==> config.mk <==
export PLATFORM = sky130hd
export DESIGN_NAME = pwm_config_sequencer_flat
export DESIGN_NICKNAME = d
export VERILOG_FILES = /design/src/rtl/pwm_config_sequencer_if.sv /design/src/rtl/pwm_config_sequencer.sv /design/src/flat_wrapper.sv
export SDC_FILE = /design/constraint.sdc
export NUM_CORES = 1
export LEC_CHECK = 0
export ABC_AREA = 1
export CORE_MARGIN = 10
export CORE_UTILIZATION = 58
export DETAILED_ROUTE_END_ITERATION = 10
export MAX_ROUTING_LAYER = met4
export PLACE_DENSITY = 0.9
export SYNTH_ARGS = -nofsm -noshare
export SYNTH_HDL_FRONTEND = slang
export SYNTH_SLANG_ARGS = --single-unit
==> constraint.sdc <==
create_clock -name clk -period 7.6 [get_ports clk]
set_input_delay 1.52 -clock clk [delete_from_list [all_inputs] [get_ports clk]]
set_output_delay 1.52 -clock clk [all_outputs]
set_load 0.02 [all_outputs]
==> src/rtl/pwm_config_sequencer_if.sv <==
// Configuration offer port for pwm_config_sequencer: valid/ready handshake plus
// the four carrier/compare settings held stable by the source while valid is high.
interface pwm_config_sequencer_if;
  logic        valid;
  logic        ready;
  logic [15:0] compare;
  logic [15:0] max_count;
  logic [15:0] step_size;
  logic [15:0] dead_time;

  modport master (
    output valid,
    output compare,
    output max_count,
    output step_size,
    output dead_time,
    input  ready
  );

  modport slave (
    input  valid,
    input  compare,
    input  max_count,
    input  step_size,
    input  dead_time,
    output ready
  );
endinterface

==> src/rtl/pwm_config_sequencer.sv <==
// Shadowed run-time configuration for the interleaved PWM generator, applied on
// carrier period boundaries, with soft-start/soft-stop ramping of the compare value.
module pwm_config_sequencer #(
  parameter logic [15:0] RAMP_STEP         = 16'd16,
  parameter logic [15:0] DEFAULT_MAX_COUNT = 16'd1000
) (
  input  logic                         clk,
  input  logic                         rst,
  pwm_config_sequencer_if.slave        cfg,
  input  logic                         enable,
  input  logic                         period_start,
  output logic [15:0]                  compare,
  output logic [15:0]                  pwm_max_count,
  output logic [15:0]                  triangle_step_size,
  output logic [15:0]                  dead_time_count,
  output logic                         out_enable,
  output logic                         ramping,
  output logic                         update_ack
);

  typedef enum logic [1:0] {
    OFF       = 2'd0,
    RAMP_UP   = 2'd1,
    RUN       = 2'd2,
    RAMP_DOWN = 2'd3
  } state_t;

  state_t      state;
  state_t      state_next;

  logic        cfg_ready_q;
  logic        cfg_ready_next;
  logic [15:0] target;
  logic [15:0] target_next;
  logic [15:0] compare_next;
  logic [15:0] max_count_next;
  logic [15:0] step_size_next;
  logic [15:0] dead_time_next;
  logic        out_enable_next;
  logic        ramping_next;
  logic        update_ack_next;

  logic [15:0] shadow_target;
  logic [15:0] shadow_max_count;
  logic [15:0] shadow_step_size;
  logic [15:0] shadow_dead_time;

  logic        accept;
  logic        apply;
  logic [16:0] ramp_sum;
  logic [15:0] ramp_up_value;
  logic [15:0] ramp_down_value;

  // The shadow is full exactly when ready is low, so accept and apply never coincide.
  assign accept    = cfg.valid && cfg_ready_q;
  assign apply     = period_start && !cfg_ready_q;
  assign cfg.ready = cfg_ready_q;

  // Ramp arithmetic uses the target as it will be after this edge's apply.
  assign ramp_sum        = {1'b0, compare} + {1'b0, RAMP_STEP};
  assign ramp_up_value   = (ramp_sum >= {1'b0, target_next}) ? target_next : ramp_sum[15:0];
  assign ramp_down_value = (compare <= RAMP_STEP) ? 16'd0 : compare - RAMP_STEP;

  // NOTE: every variable written here gets a default first, so no path leaves one unassigned and no latch is inferred.
  always_comb begin
    state_next      = state;
    cfg_ready_next  = cfg_ready_q;
    target_next     = target;
    compare_next    = compare;
    max_count_next  = pwm_max_count;
    step_size_next  = triangle_step_size;
    dead_time_next  = dead_time_count;
    out_enable_next = out_enable;
    update_ack_next = 1'b0;

    if (apply) begin
      target_next     = shadow_target;
      max_count_next  = shadow_max_count;
      step_size_next  = shadow_step_size;
      dead_time_next  = shadow_dead_time;
      cfg_ready_next  = 1'b1;
      update_ack_next = 1'b1;
    end else if (accept) begin
      cfg_ready_next = 1'b0;
    end

    unique case (state)
      OFF: begin
        compare_next = 16'd0;
        if (enable && period_start) begin
          out_enable_next = 1'b1;
          compare_next    = ramp_up_value;
          state_next      = (ramp_up_value == target_next) ? RUN : RAMP_UP;
        end
      end
      RAMP_UP: begin
        // A target below the current compare snaps down and settles in RUN.
        if (!enable) begin
          state_next = RAMP_DOWN;
        end else if (period_start) begin
          compare_next = ramp_up_value;
          if (ramp_up_value == target_next) begin
            state_next = RUN;
          end
        end
      end
      RUN: begin
        if (!enable) begin
          state_next = RAMP_DOWN;
        end else begin
          compare_next = target_next;
        end
      end
      RAMP_DOWN: begin
        if (enable) begin
          state_next = RAMP_UP;
        end else if (period_start) begin
          if (compare == 16'd0) begin
            out_enable_next = 1'b0;
            state_next      = OFF;
          end else begin
            compare_next = ramp_down_value;
          end
        end
      end
      default: state_next = OFF;
    endcase

    ramping_next = (state_next == RAMP_UP) || (state_next == RAMP_DOWN);
  end

  // NOTE: sequential state uses non-blocking assignments so every register samples pre-edge values.
  always_ff @(posedge clk or posedge rst) begin
    if (rst) begin
      state              <= OFF;
      cfg_ready_q        <= 1'b1;
      target             <= 16'd0;
      compare            <= 16'd0;
      pwm_max_count      <= DEFAULT_MAX_COUNT;
      triangle_step_size <= 16'd1;
      dead_time_count    <= 16'd0;
      out_enable         <= 1'b0;
      ramping            <= 1'b0;
      update_ack         <= 1'b0;
    end else begin
      state              <= state_next;
      cfg_ready_q        <= cfg_ready_next;
      target             <= target_next;
      compare            <= compare_next;
      pwm_max_count      <= max_count_next;
      triangle_step_size <= step_size_next;
      dead_time_count    <= dead_time_next;
      out_enable         <= out_enable_next;
      ramping            <= ramping_next;
      update_ack         <= update_ack_next;
    end
  end

  // NOTE: shadow data has no reset; it is only ever read while the full flag (ready low) qualifies it.
  always_ff @(posedge clk) begin
    if (accept) begin
      shadow_target    <= (cfg.compare > cfg.max_count) ? cfg.max_count : cfg.compare;
      shadow_max_count <= cfg.max_count;
      shadow_step_size <= (cfg.step_size == 16'd0) ? 16'd1 : cfg.step_size;
      shadow_dead_time <= cfg.dead_time;
    end
  end

endmodule

==> src/flat_wrapper.sv <==
// flat-port wrapper written by rule: the top's interface ports become plain ports
module pwm_config_sequencer_flat 
#(
  parameter logic [15:0] RAMP_STEP         = 16'd16,
  parameter logic [15:0] DEFAULT_MAX_COUNT = 16'd1000
)
  (clk, rst, enable, period_start, compare, pwm_max_count, triangle_step_size, dead_time_count, out_enable, ramping, update_ack, cfg_valid, cfg_compare, cfg_max_count, cfg_step_size, cfg_dead_time, cfg_ready);
  pwm_config_sequencer_if cfg_i ();
  input  logic clk;
  input  logic rst;
  input  logic enable;
  input  logic period_start;
  output logic [15:0] compare;
  output logic [15:0] pwm_max_count;
  output logic [15:0] triangle_step_size;
  output logic [15:0] dead_time_count;
  output logic out_enable;
  output logic ramping;
  output logic update_ack;
  input wire logic [$bits(cfg_i.valid)-1:0] cfg_valid;
  input wire logic [$bits(cfg_i.compare)-1:0] cfg_compare;
  input wire logic [$bits(cfg_i.max_count)-1:0] cfg_max_count;
  input wire logic [$bits(cfg_i.step_size)-1:0] cfg_step_size;
  input wire logic [$bits(cfg_i.dead_time)-1:0] cfg_dead_time;
  output wire logic [$bits(cfg_i.ready)-1:0] cfg_ready;
  assign cfg_i.valid = cfg_valid;
  assign cfg_i.compare = cfg_compare;
  assign cfg_i.max_count = cfg_max_count;
  assign cfg_i.step_size = cfg_step_size;
  assign cfg_i.dead_time = cfg_dead_time;
  assign cfg_ready = cfg_i.ready;
  pwm_config_sequencer #(.RAMP_STEP(RAMP_STEP), .DEFAULT_MAX_COUNT(DEFAULT_MAX_COUNT)) u_core (.clk(clk), .rst(rst), .cfg(cfg_i), .enable(enable), .period_start(period_start), .compare(compare), .pwm_max_count(pwm_max_count), .triangle_step_size(triangle_step_size), .dead_time_count(dead_time_count), .out_enable(out_enable), .ramping(ramping), .update_ack(update_ack));
endmodule
==> impl_metrics.yaml <==
outcome:
  status: "finished clean"
critical_path:
  endpoint_kind: "flip-flop"
  crit_path_start_kind: "input pin"
  path_max_fanout: 47
  cp.arrival_ns: 5.90
  critPathKind: "input pin to flip-flop"
  cp.required_ns: 7.88
layout:
  syn2layout_area_growth_pct: 25.2
  final_nets: 1081
  antenna_cells: 0
  nFillCells: 875
  design_area_um2: 9760
  final_layout_size_suffix_gt1_frac: 0.103
placement:
  place.gp.congestion: 0.974
  portBuffers: 136
  hpwl_mm: 14.4
  dp_slack_ns: 1.71
  dpl_cell_area_um2: 9190
timing:
  slew_headroom: 0.267
  max_freq_ghz: 0.178
  max_slew.worst_pin.slew_ns: 1.10
  slew_viol_final: 0
  min_period_over_period: 0.740
  fin_tns_setup_ns: 0
  setup_slack_ns: 1.98
  hold_viol: 0
  skew_ns: 0.00578
  rsz0062_at_grt: "false"
  finalSetupViolCount: 0
  period_needed_ns: 5.62
drt:
  drt_pre_antenna_iters: 8
  ant_nets: 0
  first_iter_violations: 794
  drc: 0
  num_vias: 6567
  vias_per_cell: 5.64
  avgRoutedWirePerCell_um: 18.1
  wl_mm: 21.0
floorplanning:
  row_count: 42
  io_pins: 137
  dieHeight_um: 136
  coreArea_um2: 13200
  dieArea_um2: 18500
  die_w_um: 136
  start_util: 0.591
power:
  power_leakage_uw: 0.00434
  powerDensity_nw_per_um2: 370
  fin_total_pwr_uw: 3610
  ir_worst_vdd_uv: 210
clock_network:
  clockBufferDepth: 2
  numCtsBuffers: 17
  clk_latency_ns: 0.42
  cts_tree: "done"
  postCtsResizedCells: 0
  cts_hold_buffers: 0
  htree_levels: 4
  clk_pin_slew_ns: 0.06
  postCtsSetupRepairBufs: 0
  cts.sinks: 149
  root_buffer: "clkbuf_16"
global_routing:
  grt_first_pass_wirelength_mm: 33.9
  grtUsageTotal: 0.238
  globalRouteOverflowTotal: 0
  antenna_found_initial: 0
  grt_pass1_vias: 6515
  grt_max_degree: 86
synthesis:
  synth_cell_type_count: 44
  syn_avg_cell_area_um2: 9.06
  syn_inst: 861
  synthTopCellsByArea: "dfrtp_1, edfxtp_1, nand2_1"
  yosys.area.top_type_share: 0.247
  ys_warn_count: 0
  synth_seq_cells: 149
  synth_area_leader_cell: "dfrtp_1"
  syn-num-nets: 966
  synth-seq-area-share: 0.521
  syn_area_um2: 7800
worst_hold_path:
  hold_path.class: "flip-flop to flip-flop"
flow_run:
  cap_violations: 0
path summary, 6_finish.rpt:
kind / slack (ns) / from / depth (start not counted) / endpoint
max: 1.98 / period_start / 18 / u_core.compare[15]$_DFFE_PP0P_
min: 0.45 / u_core.shadow_dead_time[2]$_DFFE_PP_ / 2 / u_core.dead_time_count[2]$_DFFE_PP0N_
max reg2reg: 3.16 / u_core.cfg.ready$_DFFE_PP1P_ / 16 / u_core.compare[15]$_DFFE_PP0P_
min reg2reg: 0.45 / u_core.shadow_dead_time[2]$_DFFE_PP_ / 2 / u_core.dead_time_count[2]$_DFFE_PP0N_
max in group asynchronous: 5.12 / rst / 3 / u_core.target[14]$_DFF_PP0_
min in group asynchronous: 1.78 / rst / 3 / u_core.dead_time_count[14]$_DFFE_PP0N_
cell families (layout without fill, tap and decap cells):
group / count (synthesis) / in the layout / synth area share
simple gates: 402 / 402 / 0.221
flops: 149 / 149 / 0.521
buf+inv: 136 / 264 / 0.0728
compound gates: 128 / 128 / 0.116
fa+ha+maj: 36 / 36 / 0.0578
xor+xnor: 10 / 10 / 0.0112
worst max-delay path: stages:
cell	delay, ns
clkdlybuf4s50_1	0.53
inv_2	0.16
nor2_8	0.04
inv_2	0.42
buf_4	0.64
o21ai_4	0.14
ha_1	0.34
a21oi_1	0.17
o21a_1	0.13
nand2_1	0.06
nand2_2	0.45
nand2_2	0.49
nand2_1	0.21
o21ai_1	0.11
nand2_1	0.09
o221ai_1	0.11
a211oi_1	0.19
a21oi_1	0.07
through the flow:
| stage | util | hold slack, ns | cells |
|---|---|---|---|
| after floorplan | - | 0.426 | 861 |
| after global placement | 0.697 | 0.427 | 1133 |
| after detailed placement | 0.697 | 0.432 | 1133 |
| after CTS | 0.740 | 0.446 | 1165 |
| after global routing | 0.740 | 0.473 | 1165 |
| final | 0.740 | 0.445 | 1165 |
flip-flops by register name (all words and copies together), names as in the netlist, named ones only:
signal                     flops
u_core.cfg.ready               1
u_core.compare                16
u_core.dead_time_count        16
u_core.out_enable              1
u_core.pwm_max_count          16
u_core.shadow_dead_time       16
u_core.shadow_max_count       16
u_core.shadow_step_size       16
u_core.shadow_target          16
u_core.target                 16
u_core.triangle_step_size     16
u_core.update_ack              1
layout make-up:
class	instances	area, um2	share of cell area
clock buffers	21	440	0.0451
clock inverters	11	128	0.0131
inverters	91	343	0.0351
multi-input cells	576	3170	0.325
flip-flops and latches	149	4060	0.416
well taps	176	220	0.0226
repair buffers	141	1400	0.143
cells in the final DEF (no fill, tap or decap), types with 6 or more instances in the layout:
| cell | n |
|---|---|
| nand2_1 | 266 |
| clkdlybuf4s50_1 | 136 |
| dfrtp_1 | 77 |
| inv_1 | 69 |
| edfxtp_1 | 64 |
| nor2_1 | 50 |
| ha_1 | 36 |
| nand4_1 | 35 |
| o21ai_0 | 28 |
| a21oi_1 | 22 |
| inv_2 | 21 |
| nand3_1 | 19 |
| o21ai_1 | 18 |
| clkbuf_16 | 17 |
| o21ai_4 | 13 |
| o22ai_1 | 10 |
| o211ai_1 | 9 |
| xor2_1 | 9 |
| a22oi_1 | 8 |
| or2_2 | 8 |
| dfstp_2 | 8 |
| or2_1 | 6 |
synth_stat cells (all sizes together):
cell type,n
nand2,269
inv,91
dfrtp,77
edfxtp,64
o21ai,63
nor2,56
ha,36
nand4,35
clkbuf,29
a21oi,25
nand3,19
buf,16
or2,14
o22ai,10
o211ai,9
xor2,9
a22oi,8
dfstp,8
nor4,5
nor3,4
a221oi,3
a211oi,2
a31oi,2
a21boi,1
a41o,1
o2111ai,1
o21a,1
o221ai,1
o31a,1
xnor2,1
metal layers:
layer | global-route usage | wire, um
met2 | 0.391 | 10500
met3 | 0.0638 | 1760
met1 | 0.276 | 8310
met4 | 0.0858 | 456
met5 | - | 0
power breakdown:
| group | total, uW | internal, uW | switching (uW) |
|---|---|---|---|
| sequential | 1160 | 1020 | 135 |
| clock | 819 | 485 | 335 |
| combinational | 1630 | 608 | 1030 |
| total | 3610 | 2120 | 1500 |
(Power assumes the default switching activity.)
